### src/rtl/mac_poly_pipe.sv
// mac_poly_pipe: pipelined Horner evaluator, coefficient set travels with each sample.
// Define MAC_POLY_SAT_EN to clamp out-of-range results instead of wrapping them.
module mac_poly_pipe #(
    parameter int ORDER = 5,
    parameter int BC    = 16,
    parameter int BT    = 16,
    parameter int BY    = 16
) (
    input  logic                    clk,
    input  logic                    rstn,
    input  logic [BT-1:0]           t_in,
    input  logic [(ORDER+1)*BC-1:0] c_in,
    input  logic                    in_valid,
    output logic                    in_ready,
    output logic [BY-1:0]           y_out,
    output logic                    y_valid,
    input  logic                    y_ready
);
    localparam int G   = $clog2(ORDER + 1);
    localparam int BA  = BC + G;
    localparam int CW  = (ORDER + 1) * BC;
    localparam int NS  = 2 * ORDER;
    localparam int RSH = (BY < BC) ? BC - BY - 1 : 0;
    localparam logic [BA:0] RND = (BY < BC) ? ((BA+1)'(1) << RSH) : '0;

    logic          w_ce;
    logic [NS-1:0] r_v;
    logic          r_y_valid;
    logic [BY-1:0] r_y;

    assign w_ce     = ~r_y_valid | y_ready;
    assign in_ready = w_ce;
    assign y_valid  = r_y_valid;
    assign y_out    = r_y;

    always_ff @(posedge clk) begin
        if (!rstn) begin
            r_v <= '0;
        end else if (w_ce) begin
            r_v <= {r_v[NS-2:0], in_valid};
        end
    end

    // Stage j: reg1 holds (acc*t)>>>BT, reg2 adds c(ORDER-1-j).
    for (genvar j = 0; j < ORDER; j++) begin : g_stg
        localparam int K = ORDER - 1 - j;

        logic signed [BA-1:0]  w_acc_in;
        logic [BT-1:0]         w_t_in;
        logic [CW-1:0]         w_c_in;
        logic signed [BA+BT:0] w_prod;
        logic signed [BA-1:0]  w_ck;
        logic                  w_unused;
        logic signed [BA-1:0]  r_p;
        logic [BT-1:0]         r_t1;
        logic [CW-1:0]         r_c1;
        logic signed [BA-1:0]  r_acc;
        logic [BT-1:0]         r_t2;
        logic [CW-1:0]         r_c2;

        if (j == 0) begin : g_head
            assign w_acc_in = {{G{c_in[CW-1]}}, c_in[CW-1 -: BC]};
            assign w_t_in   = t_in;
            assign w_c_in   = c_in;
        end else begin : g_body
            assign w_acc_in = g_stg[j-1].r_acc;
            assign w_t_in   = g_stg[j-1].r_t2;
            assign w_c_in   = g_stg[j-1].r_c2;
        end

        assign w_prod   = w_acc_in * $signed({1'b0, w_t_in});
        assign w_ck     = {{G{r_c1[K*BC+BC-1]}}, r_c1[K*BC +: BC]};
        assign w_unused = ^{w_prod[BA+BT], w_prod[BT-1:0], r_t2, r_c2};

        always_ff @(posedge clk) begin
            if (w_ce) begin
                r_p   <= w_prod[BT +: BA];
                r_t1  <= w_t_in;
                r_c1  <= w_c_in;
                r_acc <= w_ck + r_p;
                r_t2  <= r_t1;
                r_c2  <= r_c1;
            end
        end
    end

    logic signed [BA-1:0] w_acc;
    logic [BA:0]          w_r;
    logic                 w_ovf;
    logic [BY-1:0]        w_y;
    logic                 w_unused_o;

    assign w_acc = g_stg[ORDER-1].r_acc;
    assign w_r   = {w_acc[BA-1], w_acc} + RND;
    // Result fits BC bits only if all bits above the BC sign bit agree.
    assign w_ovf = (w_r[BA:BC-1] != '0) && (w_r[BA:BC-1] != '1);

`ifdef MAC_POLY_SAT_EN
    assign w_y = !w_ovf ? w_r[BC-1 -: BY] :
                 w_r[BA] ? {1'b1, {(BY-1){1'b0}}} :
                           {1'b0, {(BY-1){1'b1}}};
`else
    assign w_y = w_r[BC-1 -: BY];
`endif

    assign w_unused_o = ^{w_r, w_ovf};

    always_ff @(posedge clk) begin
        if (!rstn) begin
            r_y_valid <= 1'b0;
            r_y       <= '0;
        end else if (w_ce) begin
            r_y_valid <= r_v[NS-1];
            if (r_v[NS-1]) begin
                r_y <= w_y;
            end
        end
    end
endmodule
### config.mk
export PLATFORM = sky130hd
export DESIGN_NAME = mac_poly_pipe
export DESIGN_NICKNAME = d
export VERILOG_FILES = /design/src/rtl/mac_poly_pipe.sv
export SDC_FILE = /design/constraint.sdc
export NUM_CORES = 2
export LEC_CHECK = 0
export CAP_MARGIN = 20
export CORE_MARGIN = 2
export CORE_UTILIZATION = 60
export DETAILED_ROUTE_END_ITERATION = 12
export PLACE_DENSITY_LB_ADDON = 0.12
export SETUP_SLACK_MARGIN = 0.2
export SLEW_MARGIN = 20
export SYNTH_ARGS = -nofsm -noshare
export SYNTH_HDL_FRONTEND = slang
export SYNTH_SLANG_ARGS = --single-unit
export TNS_END_PERCENT = 30
### constraint.sdc
create_clock -name clk -period 41.7 [get_ports clk]
set_clock_uncertainty 0.2 [all_clocks]
set_input_delay 8.34 -clock clk [delete_from_list [all_inputs] [get_ports clk]]
set_output_delay 8.34 -clock clk [all_outputs]
set_load 0.02 [all_outputs]
---- Yosys cells after proc, flatten, opt, wreduce, memory -nomap -nowiden ----
Index checks and enable logic that the tools add are counted.
storage, ports and cells
  input port bits ......................... 116
  bits in registers ....................... 739
  logic and storage cells ................. 43
  output and inout bits ................... 18
operators by class
  bitwise gates (word level) .............. 2
  add/subtract/negate cells ............... 5
  reductions and logical operators ........ 1
  multipliers ............................. 5
operator list
  cell                                            count
  19-bit by 17-bit multiplier with 35-bit output  3
  16-bit by 19-bit adder with 19-bit output       4
  16-bit by 17-bit multiplier with 33-bit output  1
  19-bit by 17-bit multiplier with 32-bit output  1
  16-bit adder                                    1
  2-bit AND reduction                             1
  1-bit inverter                                  1
  1-bit bitwise OR                                1

---- Logic depth before layout (Yosys ltp) ----
  word-level depth ........................ 3
  depth in mapped cells ................... 26
  gate-level depth less buffers ........... 25

---- Least setup slack after synthesis ----
OpenSTA, ideal clock, no wires.
  path kind ............................... input-to-output
  start point ............................. in y_ready
  end point ............................... out in_ready
  path buffers ............................ 1
  cell stages on the path ................. 3
  data required time ...................... 33.160 ns
  slack ................................... 5.207 ns
  arrival ................................. 27.953 ns
  path through ............................ nor2b_1 -> inv_1 -> clkbuf_1
on the way
  cells in the longest elaborated chain, start to end .. 1
ends and longest elaborated chain
  item              line  source
  from (decl)       17    input logic y_ready
  1-bit bitwise OR  31    assign w_ce = ~r_y_valid | y_ready;
  to (decl)         14    output logic in_ready,
Every way passes these cells.

---- Worst setup path in the final report ----
Same ends and word-level chain as after synthesis.

==> out/metrics.cfg <==
[run_status]
status = complete, no violations

[setup_path]
reg2reg_depth = 24
reg2reg_slack_ns = 33.74
crit_type = in2out
end_kind = output pin
critPathLaunchType = input port
cp.required_ns = 33.16
regToRegStartpoint = g_stg[0].r_t2[2]
cp.arrival_ns = 10.30
rr_endpoint = g_stg[1].r_p[18]
crit_fanout = 90

[clock_network]
hold_buffers = 0
insertion_delay_ns = 0.70
cts_max_level = 3
cts_tree = done
post_cts_buffers = 0
postCtsResizedCells = 0
numClockSinks = 737
cts_buffers = 81
clkTransAtPathRegs_ns = 0.05
clockBufferDepth = 3
cts_root_buffer = clkbuf_16

[global_route]
track_usage = 0.246
grt_pass1_wl_mm = 256
grt_max_degree = 91
antenna_found_initial = 4
grt_pass1_vias = 50900
globalRouteOverflowTotal = 0

[place]
dp_hpwl_mm = 116
port_buffers = 133
gp_congestion = 0.842
dpl_cell_area_um2 = 79000

[synthesis]
synth_compound_area_frac = 0.0302
synth_commonest_cells = 1,717 x inv_1, 1,374 x fa_1, 928 x nand2_1
ys_ff_latch = 737
netlist_area_um2 = 76200
synth_fa_ha_area_frac = 0.450
post-synth-top-area-cell = fa_1
ys_types = 61
yosysMostFrequentCell = inv_1
synthSimpleGateAreaFrac = 0.115
syn-instance-count = 6967
yosys-top-cells-area = fa_1 36%, edfxtp_1 28%, ha_1 8.9%
synth_seq_area_share = 0.287
async_flop_share = 0
synth_nets = 9000
yosys_warnings = 0
synth_top_family_by_area = adder cells
syn-mean-instance-area_um2 = 10.9
synthFlopType = edfxtp_1
yosys.area_share.xor_xnor = 0.0225
synth-edff-count = 710
synthMuxAreaShare = 0
yosysTopAreaCellShare = 0.361

[timing]
setup_tns_ns = 0
min_period_ns = 18.84
drv_slew = 0
max_freq_mhz = 53.1
tightest_slew_ns = 1.03
whs_ns = 0.182
timing.final.crit_share = 0.452
rsz0062_at_grt = false
setup_viol_count_final = 0
relSlewSlack = 0.314
hold_viol_final = 0

[run]
cap_violations = 0

[detailed_routing]
routed-via-count = 45900
drc = 0
finalWirelength_mm = 150
via_per_inst = 5.27
post_drt_wl_per_cell_um = 17.2
drtPass1Iterations = 7
drtAntennaViolNets = 0
drt-initial-drc-count = 2761

[finish]
layout-drive-gt1-share = 0.0230
antenna_cells = 0
final_nets = 9021
area_growth_syn_to_layout_pct = 7.30
final_area_um2 = 81800

[min_path]
whs_endpoint = g_stg[3].r_t2[10]
holdPathStages = 0
hold_path_startpoint = g_stg[3].r_t1[10]
min_path_type = reg2reg

[floorplan]
die_h_um = 360
die_x_um = 360
start_util = 0.606
die-area_um2 = 130000
coreArea_um2 = 126000
num_io_pins = 134
row_count = 130

[flip-flops by register name, indices dropped and copies added (netlist names)]
register / cells
g_stg.r_c2: 160
y_valid: 1
g_stg.r_p: 90
g_stg.r_acc: 92
g_stg.r_t2: 64
g_stg.r_t1: 64
g_stg.r_c1: 240
y_out: 16
r_v: 10
[per-stage QoR]
step	instances	setup slack (ns)	util
2_1_floorplan	6967	5.21	-
3_3_place_gp	8554	22.48	0.628
3_5_place_dp	8554	22.48	0.628
4_1_cts	8703	22.44	0.649
5_1_grt	8704	22.72	0.650
6_report	8704	22.86	0.650
[layout make-up]
class	count	area, um2
multi-input cells	4290	47100
fillers	9907	44100
flip-flops and latches	737	21900
inverters	1718	6460
clock buffers	96	2080
well taps	1650	2060
repair buffers	160	1550
clock inverters	53	684
[cell families (layout without fill, tap and decap cells)]
family / count (synthesis) / after routing
buffers and inverters: 1940 / 2027
AO/OA/AOI/OAI: 346 / 346
XOR/XNOR: 196 / 196
flip-flops: 737 / 737
adder cells (fa/ha/maj): 1917 / 1917
AND/OR/NAND/NOR: 1831 / 1831
[worst max-delay path, cell delays in order]
cell and delay [ns]:
clkdlybuf4s50_1 0.42, nor2b_2 0.52, inv_8 0.36, clkdlybuf4s50_1 0.64
[routing by layer]
layer,wire (um),track usage
met1,63300,0.325
met2,76200,0.435
met3,7300,0.0311
met4,3070,0.0593
met5,0,0
[cells in the final DEF (no fill, tap or decap), types with 11 or more instances in the layout]
cell type           n
a211oi_1           14
clkdlybuf4s50_1   133
a21oi_1            92
o21ai_0            53
nor2_1            123
nor3_1             33
inv_1            1716
xor2_1             52
xnor2_1           144
nor2b_1            24
or3_1              15
a21boi_0           33
o21bai_1           13
and3_1             21
nand3_1            28
edfxtp_1          710
ha_1              543
nand2_1           928
clkbuf_1           15
a21o_1             42
buf_4              26
clkinv_1           16
clkbuf_16          81
and2_1            611
fa_1             1374
dfxtp_1            27
nand4_1            11
nand2b_1           20
o21a_1             31
[worst max path at each step]
stage	startpoint	endpoint	slack, ns	cells past startpoint
after CTS	y_ready	in_ready	22.44	4
after floorplan	y_ready	in_ready	5.21	3
after global routing	y_ready	in_ready	22.72	4
final	y_ready	in_ready	22.86	4
after global placement	y_ready	in_ready	22.48	4
after detailed placement	y_ready	in_ready	22.48	4
Power is not shown: default switching activity piles up to over one toggle a cycle in this logic, so the estimate is an artifact.
